File: src/rtl/nes_joypad_pkg.sv
// Shared types and constants for the NES joypad port.
// Mode encoding, button bit positions, signatures and the Power Pad mapping.
package nes_joypad_pkg;

    typedef enum logic [1:0] {
        JP_STD       = 2'd0,
        JP_FOURSCORE = 2'd1,
        JP_POWERPAD  = 2'd2
    } jp_mode_e;

    localparam int BTN_A      = 0;
    localparam int BTN_B      = 1;
    localparam int BTN_SELECT = 2;
    localparam int BTN_START  = 3;
    localparam int BTN_UP     = 4;
    localparam int BTN_DOWN   = 5;
    localparam int BTN_LEFT   = 6;
    localparam int BTN_RIGHT  = 7;

    localparam logic [7:0] DEF_SIG_P1 = 8'h10;
    localparam logic [7:0] DEF_SIG_P2 = 8'h20;

    // Returns {d4_nibble[3:0], d3_byte[7:0]} in the order the pad serialises.
    function automatic logic [11:0] pp_map(input logic [11:0] pp);
        return {pp[7], pp[11], pp[2], pp[3],
                pp[6], pp[10], pp[9], pp[5],
                pp[8], pp[4],  pp[0], pp[1]};
    endfunction

endpackage

File: src/rtl/nes_joypad_shifter.sv
// Generic load/shift-right register with a serial fill input.
// Load has priority over shift; only the LSB is exposed.
module nes_joypad_shifter
    import nes_joypad_pkg::*;
#(
    parameter int WIDTH = 8
) (
    input  logic             clk,
    input  logic             reset_n,
    input  logic             load,
    input  logic             shift,
    input  logic             fill,
    input  logic [WIDTH-1:0] load_val,
    output logic             q0
);

    logic [WIDTH-1:0] q;

    // Shift register: clear, parallel load, or shift right with fill.
    always_ff @(posedge clk) begin
        if (!reset_n) begin
            q <= '0;
        end else if (load) begin
            q <= load_val;
        end else if (shift) begin
            q <= {fill, q[WIDTH-1:1]};
        end
    end

    assign q0 = q[0];

endmodule

File: src/rtl/nes_joypad_port.sv
// NES $4016/$4017 joypad port: standard pads, Four Score and Power Pad.
// Optional turbo A/B support is built when JOYPAD_TURBO_EN is defined.
module nes_joypad_port
    import nes_joypad_pkg::*;
#(
    parameter int         NUM_PADS = 4,
    parameter logic       FILL_BIT = 1'b1,
    parameter logic [7:0] SIG_P1   = DEF_SIG_P1,
    parameter logic [7:0] SIG_P2   = DEF_SIG_P2
) (
    input  logic                  clk,
    input  logic                  reset_n,
    input  logic [1:0]            mode,
    input  logic [NUM_PADS*8-1:0] pads,
`ifdef JOYPAD_TURBO_EN
    input  logic [NUM_PADS*2-1:0] turbo,
`endif
    input  logic [11:0]           powerpad,
    input  logic                  joypad_strobe,
    input  logic [1:0]            joypad_clock,
    output logic [3:0]            joypad_data
);

    logic [7:0]  pad [4];
    logic [1:0]  last_clk;
    logic [1:0]  mode_q;
    logic [1:0]  fall;
    logic        pd_fill;
    logic [11:0] pp_bits;
    logic [23:0] sr1_ld;
    logic [23:0] sr2_ld;
    logic [7:0]  pd3_ld;
    logic [7:0]  pd4_ld;
    logic        sr1_q0;
    logic        sr2_q0;
    logic        pd3_q0;
    logic        pd4_q0;

`ifdef JOYPAD_TURBO_EN
    localparam int TURBO_DIV = 4;

    logic       strobe_q;
    logic [7:0] turbo_cnt;
    logic [7:0] turbo_cnt_nx;
    logic       turbo_phase;

    assign turbo_cnt_nx = turbo_cnt + 8'd1;

    // Count strobe rising edges (frames) and flip the turbo phase.
    always_ff @(posedge clk) begin
        if (!reset_n) begin
            strobe_q    <= 1'b0;
            turbo_cnt   <= 8'd0;
            turbo_phase <= 1'b0;
        end else begin
            strobe_q <= joypad_strobe;
            if (joypad_strobe && !strobe_q) begin
                turbo_cnt <= turbo_cnt_nx;
                if ((32'(turbo_cnt_nx) % TURBO_DIV) == 0) begin
                    turbo_phase <= ~turbo_phase;
                end
            end
        end
    end
`endif

    genvar gi;
    for (gi = 0; gi < 4; gi++) begin : g_pad
        if (gi < NUM_PADS) begin : g_on
`ifdef JOYPAD_TURBO_EN
            logic [7:0] tmask;
            always_comb begin
                tmask = 8'h00;
                tmask[BTN_A] = turbo[gi*2]   & turbo_phase;
                tmask[BTN_B] = turbo[gi*2+1] & turbo_phase;
            end
            assign pad[gi] = pads[gi*8 +: 8] | tmask;
`else
            assign pad[gi] = pads[gi*8 +: 8];
`endif
        end else begin : g_off
            assign pad[gi] = 8'h00;
        end
    end

    assign pp_bits = pp_map(powerpad);

    // Load images for each shift register, chosen from the live mode input.
    always_comb begin
        sr1_ld = {{16{FILL_BIT}}, pad[0]};
        sr2_ld = {{16{FILL_BIT}}, pad[1]};
        pd3_ld = 8'h00;
        pd4_ld = 8'h00;
        case (mode)
            JP_FOURSCORE: begin
                sr1_ld = {SIG_P1, pad[2], pad[0]};
                sr2_ld = {SIG_P2, pad[3], pad[1]};
            end
            JP_POWERPAD: begin
                pd3_ld = pp_bits[7:0];
                pd4_ld = {{4{FILL_BIT}}, pp_bits[11:8]};
            end
            default: ;
        endcase
    end

    // Clock edge history and the mode latched at the last strobe.
    always_ff @(posedge clk) begin
        if (!reset_n) begin
            last_clk <= 2'b00;
            mode_q   <= 2'b00;
        end else begin
            last_clk <= joypad_clock;
            if (joypad_strobe) begin
                mode_q <= mode;
            end
        end
    end

    assign fall    = last_clk & ~joypad_clock;
    assign pd_fill = (mode_q == JP_POWERPAD) ? FILL_BIT : 1'b0;

    nes_joypad_shifter #(.WIDTH(24)) u_sr1 (
        .clk      (clk),
        .reset_n  (reset_n),
        .load     (joypad_strobe),
        .shift    (fall[0]),
        .fill     (FILL_BIT),
        .load_val (sr1_ld),
        .q0       (sr1_q0)
    );

    nes_joypad_shifter #(.WIDTH(24)) u_sr2 (
        .clk      (clk),
        .reset_n  (reset_n),
        .load     (joypad_strobe),
        .shift    (fall[1]),
        .fill     (FILL_BIT),
        .load_val (sr2_ld),
        .q0       (sr2_q0)
    );

    nes_joypad_shifter #(.WIDTH(8)) u_pd3 (
        .clk      (clk),
        .reset_n  (reset_n),
        .load     (joypad_strobe),
        .shift    (fall[1]),
        .fill     (pd_fill),
        .load_val (pd3_ld),
        .q0       (pd3_q0)
    );

    nes_joypad_shifter #(.WIDTH(8)) u_pd4 (
        .clk      (clk),
        .reset_n  (reset_n),
        .load     (joypad_strobe),
        .shift    (fall[1]),
        .fill     (pd_fill),
        .load_val (pd4_ld),
        .q0       (pd4_q0)
    );

    assign joypad_data = {pd4_q0, pd3_q0, sr2_q0, sr1_q0};

endmodule

File: config.mk
export PLATFORM = sky130hd
export DESIGN_NAME = nes_joypad_port
export DESIGN_NICKNAME = d
export VERILOG_FILES = /design/src/rtl/nes_joypad_pkg.sv /design/src/rtl/nes_joypad_shifter.sv /design/src/rtl/nes_joypad_port.sv
export SDC_FILE = /design/constraint.sdc
export NUM_CORES = 1
export LEC_CHECK = 0
export BUFFER_PORTS_ARGS = -buffer_cell sky130_fd_sc_hd__buf_2
export CAP_MARGIN = 20
export CORE_ASPECT_RATIO = 0.7
export CORE_MARGIN = 2
export CORE_UTILIZATION = 55
export DETAILED_ROUTE_END_ITERATION = 8
export PLACE_DENSITY_LB_ADDON = 0.12
export SLEW_MARGIN = 20
export SYNTH_ARGS = -nofsm -noshare
export SYNTH_HDL_FRONTEND = slang
export SYNTH_SLANG_ARGS = --single-unit
export TNS_END_PERCENT = 10
File: constraint.sdc
create_clock -name clk -period 1.4 [get_ports clk]
set_input_delay 0 -clock clk [delete_from_list [all_inputs] [get_ports clk]]
set_output_delay 0 -clock clk [all_outputs]
set_load 0.03 [all_outputs]
==> results.py, run 1 <==
metrics = {
    "grt": {
        "grt_pass1_vias": 2703,
        "antenna_found_initial": 0,
        "grt_first_pass_wirelength_um": 12400,
        "grt_overflow_total": 0,
        "grt_max_degree": 49,
        "track_usage_pct": 26.2,
    },
    "die": {
        "pin_count": 55,
        "initial_core_util_pct": 56.7,
        "die_y_um": 65.5,
        "core_area_mm2": 0.00523,
        "die_w_um": 91.8,
        "die-area_mm2": 0.00601,
        "rows": 22,
    },
    "sta": {
        "period_share_pct": 91.1,
        "finalSetupViolations": 0,
        "clock.fmax_mhz": 784,
        "fin_skew_ns": 0.00913,
        "setup_tns_ns": 0,
        "slew_headroom_pct": 71.0,
        "fin_crit_ns": 1.28,
        "finalHoldViolations": 0,
        "rsz0062_at_grt": "no",
        "tightest_slew_ns": 0.434,
        "drv_slew": 0,
    },
    "clocking": {
        "tritoncts": "built",
        "cts_root_buf": "clkbuf_8",
        "clockBufferDepth": 2,
        "clock-sinks": 68,
        "cts_max_level": 3,
        "numCtsBuffers": 9,
        "path_clk_slew_ns": 0.08,
        "clk_latency_ns": 0.35,
    },
    "worst_setup_path": {
        "endpoint_kind": "flop",
        "crit_required_ns": 1.62,
        "worst-setup-path-type": "in2reg",
        "crit_path_start_kind": "input pin",
        "r2r_cells": 4,
        "cp_max_fo": 15,
        "arrival_ns": 1.50,
    },
    "place": {
        "port_buffers": 54,
        "hpwl_um": 4080,
        "gp_congestion": 0.734,
        "place_area_mm2": 0.00325,
        "place_inst": 446,
    },
    "power_and_ir_drop": {
        "ir_worst_vdd_mv": 0.682,
        "power_density_mw_per_mm2": 1180,
        "p_leak_nw": 1.59,
    },
    "route": {
        "wirelength_um": 7310,
        "first_pass_iters": 4,
        "first_iter_violations": 273,
        "drc": 0,
        "post_drt_wl_per_cell_um": 14.4,
        "vias": 2795,
        "via_per_inst": 5.51,
        "drtAntennaViolNets": 0,
    },
    "worst_hold_path": {
        "hp-class": "in2reg",
        "hold_depth": 3,
    },
    "cells_and_area": {
        "fillers": 409,
        "ff_latch_area_mm2": 0.00136,
        "multiInputGateArea_mm2": 0.00137,
        "nets": 481,
        "drive_gt1_share_pct": 23.9,
        "final_cells": 507,
        "area_growth_pct": 32.1,
        "antenna_cells": 0,
        "final_area_mm2": 0.00392,
    },
    "synthesis": {
        "syn_area_mm2": 0.00297,
        "seq_area_frac_synth_pct": 45.9,
        "synthCells": 344,
        "ys_types": 28,
        "syn_nets": 395,
        "ys_warn_count": 0,
        "synth-seq-cells": 68,
        "syn_area_per_cell_um2": 8.63,
    },
    "flow_run": {
        "max_cap_viol_count": 0,
    },
    "run_status": {
        "status": "completed",
    },
}
## per-stage QoR
| stage | worst slack, ns | utilization [%] | power, mW | hold slack, ns |
|---|---|---|---|---|
| final | 0.124 | 75.0 | 4.64 | 0.0135 |
| after floorplan | 0.273 | - | 2.58 | 0.122 |
| after global routing | 0.0266 | 75.0 | 4.83 | 0.00107 |
| after global placement | 0.119 | 62.1 | 2.72 | 0.238 |
| after detailed placement | 0.0773 | 62.1 | 2.73 | 0.241 |
| after CTS | 0.0756 | 75.0 | 4.65 | 0.00522 |
## cell usage in the layout (no fill, tap or decap), types with 2 or more instances in the layout
master         netlist  layout
dfxtp_1             68      68
nor2b_1              4       2
and2_1               2       2
o21ai_1              9       9
nand2_1             59      59
o31ai_1             13      13
o221a_2              3       3
buf_12               0       2
dlygate4sd3_1        0      45
inv_1                2       2
o22ai_2             10      10
a31oi_1             10      10
buf_2               21      54
a21oi_1             49      49
o311a_1              2       2
clkbuf_8             0      10
clkinv_2             0       2
nor2b_2              0       2
mux2i_1             11      11
bufinv_16            0       2
buf_4                9      14
o21a_1               3       3
o22ai_1             18      18
o21ai_0             34      34
## cells in the mapped netlist, drive strengths merged
cell    number  area [um^2]
and3b        1         8.76
a21oi       49          245
o311a        2         20.0
inv          2         7.51
o21ai       43          215
or2          1         6.26
nand3b       2         27.5
nand2       60          228
nor2b        4         25.0
a31oi       10         62.6
mux2i       11          110
nand2b       1         6.26
o31ai       13         97.6
o21a         3         22.5
clkbuf       6         22.5
o22ai       28          238
o221a        3         33.8
a21boi       1         7.51
buf         34          210
and2         2         12.5
dfxtp       68         1360
## path summary, 6_finish.rpt
path / from / to / slack [ns]
min reg2reg: u_sr1.q[19] / u_sr1.q[19] / 0.47
max reg2reg: last_clk[0] / u_sr1.q[1] / 0.17
min: pads[27] / u_sr2.q[11] / 0.01
max: mode[1] / u_sr2.q[20] / 0.12
## metal layers
layer / global-route usage (%) / wire length (um)
met1: 32.8 / 3470
met2: 41.5 / 3410
met3: 8.26 / 298
met4: 12.1 / 131
met5: 0 / 0
## cell type report
cell class	count	share of cell area, %
clock buffer	10	3.51
clock inverter	6	2.20
inverter	2	0.192
multi-input combinational	234	35.0
sequential	68	34.7
tap	72	2.30
timing repair buffer	115	22.1
## what timing repair did
action	CTS	global route
hold endpoints to repair	45	0
endpoints found under the setup margin	0	2
hold buffers	45	0
setup buffers	0	0
resized for setup	0	1
## power by group
part,switching (mW),total [mW],internal (mW)
Combinational,0.321,0.648,0.326
Sequential,0.0734,2.15,2.08
Clock,0.789,1.84,1.05
Total,1.18,4.64,3.46
## cell families after synthesis
logic type             after synthesis  share of synthesized area (%)
DFF                                 68                           45.9
muxes                               11                           3.71
and+or+nand+nor                     71                           10.6
AOI/OAI and AO/OA                  152                           31.7
buffers and inverters               42                           8.09
## critical path: stages
cell           delay [ns]
dlygate4sd3_1        0.52
buf_2                0.14
nand3b_4             0.26
nand2_1              0.40
o22ai_1              0.16
## registers in the layout, summed over array words and instances, names as in the netlist
register	flops
u_pd3.q	8
u_sr1.q	24
u_sr2.q	24
mode_q	2
last_clk	2
u_pd4.q	8
No activity file was read; power rests on OpenSTA's default activity.
==> inputs of run 2 (changes only) <==
PLACE_DENSITY = 0.8   (was default)
PLACE_DENSITY_LB_ADDON = default   (was 0.12)
==> results.py, run 2 (synthesis gave the netlist of run 1 again) <==
metrics = {
    "run_status": {
        "status": "completed",
    },
    "worst_setup_path": {
        "r2r_cells": 3,
        "crit_chain": "dlygate4sd3_1, buf_2, nor2b_2, or2_1, o22ai_1",
        "crit_path_start_kind": "input pin",
        "crit_required_ns": 1.60,
        "r2r-end": "u_sr1.q[16]",
        "crit_slowest_cell": "dlygate4sd3_1",
        "cp_max_fo": 14,
        "crit_path_start": "joypad_clock[0]",
        "max_stage_delay_ns": 0.54,
        "endpoint": "u_sr1.q[16]",
        "endpoint_kind": "flop",
        "arrival_ns": 1.51,
        "ff2ff_setup_slack_ns": 0.12,
        "r2r_start": "last_clk[0]",
        "worst-setup-path-type": "in2reg",
    },
    "power_and_ir_drop": {
        "total_power_mw": 4.72,
        "p_leak_nw": 1.57,
        "power_density_mw_per_mm2": 1220,
        "ir_worst_vdd_mv": 0.706,
    },
    "route": {
        "vias": 2792,
        "first_pass_iters": 5,
        "drtAntennaViolNets": 0,
        "drc": 0,
        "wirelength_um": 7100,
        "post_drt_wl_per_cell_um": 14.1,
        "first_iter_violations": 222,
        "via_per_inst": 5.56,
    },
    "sta": {
        "period_share_pct": 93.3,
        "finalSetupViolations": 0,
        "rsz0062_at_grt": "no",
        "tightest_slew_ns": 0.658,
        "clock.fmax_mhz": 766,
        "finalHoldViolations": 0,
        "drv_slew": 0,
        "fin_crit_ns": 1.31,
        "holdWs_ns": 0.00408,
        "fin_ws_ns": 0.0937,
        "slew_headroom_pct": 56.1,
        "setup_tns_ns": 0,
        "fin_skew_ns": 0.0111,
    },
    "die": {
        "rows": 22,
        "initial_core_util_pct": 56.7,
        "pin_count": 55,
        "die-area_mm2": 0.00601,
        "core_area_mm2": 0.00523,
        "die_w_um": 91.8,
        "die_y_um": 65.5,
    },
    "grt": {
        "track_usage_pct": 25.1,
        "grt_overflow_total": 0,
        "antenna_found_initial": 0,
        "grt_max_degree": 51,
        "grt_first_pass_wirelength_um": 12000,
        "grt_pass1_vias": 2672,
    },
    "clocking": {
        "cts_root_buf": "clkbuf_8",
        "clock-sinks": 68,
        "clk_latency_ns": 0.35,
        "postCtsSetupRepairBufs": 0,
        "cts_max_level": 3,
        "path_clk_slew_ns": 0.07,
        "clockBufferDepth": 2,
        "tritoncts": "built",
        "numCtsBuffers": 9,
    },
    "cells_and_area": {
        "ff_latch_area_mm2": 0.00136,
        "antenna_cells": 0,
        "final_util_pct": 73.8,
        "final_common_cell": "dfxtp_1",
        "largestRegisters": "u_sr1.q: 24 flops, u_sr2.q: 24 flops",
        "multiInputGateArea_mm2": 0.00137,
        "nets": 476,
        "area_growth_pct": 30.1,
        "final_cells": 502,
        "mostFrequentLayoutCells": "dfxtp_1 (68), nand2_1 (59), buf_2 (54)",
        "fillers": 400,
        "drive_gt1_share_pct": 23.7,
        "final_area_mm2": 0.00386,
    },
    "worst_hold_path": {
        "hp-class": "in2reg",
    },
    "place": {
        "place_area_mm2": 0.00321,
        "gp_congestion": 0.784,
        "hpwl_um": 3980,
        "place_inst": 445,
        "port_buffers": 54,
        "dp_slack_ns": 0.115,
    },
    "flow_run": {
        "max_cap_viol_count": 0,
    },
}
[run 2: per-layer routing]
layer | vias up | track usage [%] | routed length, um
li1 | 1398 | - | -
met1 | 1300 | 31.3 | 3280
met2 | 87 | 42.5 | 3350
met3 | 7 | 7.34 | 406
met4 | 0 | 7.65 | 61
met5 | - | 0 | 0
[run 2: power by group]
part	internal [mW]	leakage (nW)	switching (mW)	total (mW)
clock	1.18	0.123	0.753	1.93
combinational	0.309	0.877	0.318	0.627
sequential	2.08	0.566	0.0755	2.16
total	3.57	1.57	1.15	4.72
[run 2: timing repair]
action	CTS	global route
hold buffers	41	0
resized for setup	0	0
hold endpoints to repair	41	0
[run 2: worst min path at each step]
stage	from	end	slack [ns]	cells after the start
2_1_floorplan	joypad_clock[0]	last_clk[0]	0.12	1
3_3_place_gp	powerpad[4]	u_pd3.q[2]	0.24	3
3_5_place_dp	powerpad[5]	u_pd3.q[4]	0.25	3
4_1_cts	pads[30]	u_sr2.q[14]	0.003	3
5_1_grt	pads[25]	u_sr2.q[9]	0.03	3
6_report	pads[30]	u_sr2.q[14]	0.004	3
[run 2: cell type report]
type	count	share of cell area (%)
Clock inverter	7	2.95
Sequential cell	68	35.3
Timing Repair Buffer	110	20.5
Clock buffer	9	3.21
Tap cell	72	2.33
Inverter	2	0.194
Multi-Input combinational cell	234	35.5
[run 2: critical path: cells and delay by family]
family | cells | cell delay (ns)
AND/OR/NAND/NOR | 2 | 0.65
buffers and inverters | 2 | 0.68
AO/OA/AOI/OAI | 1 | 0.18
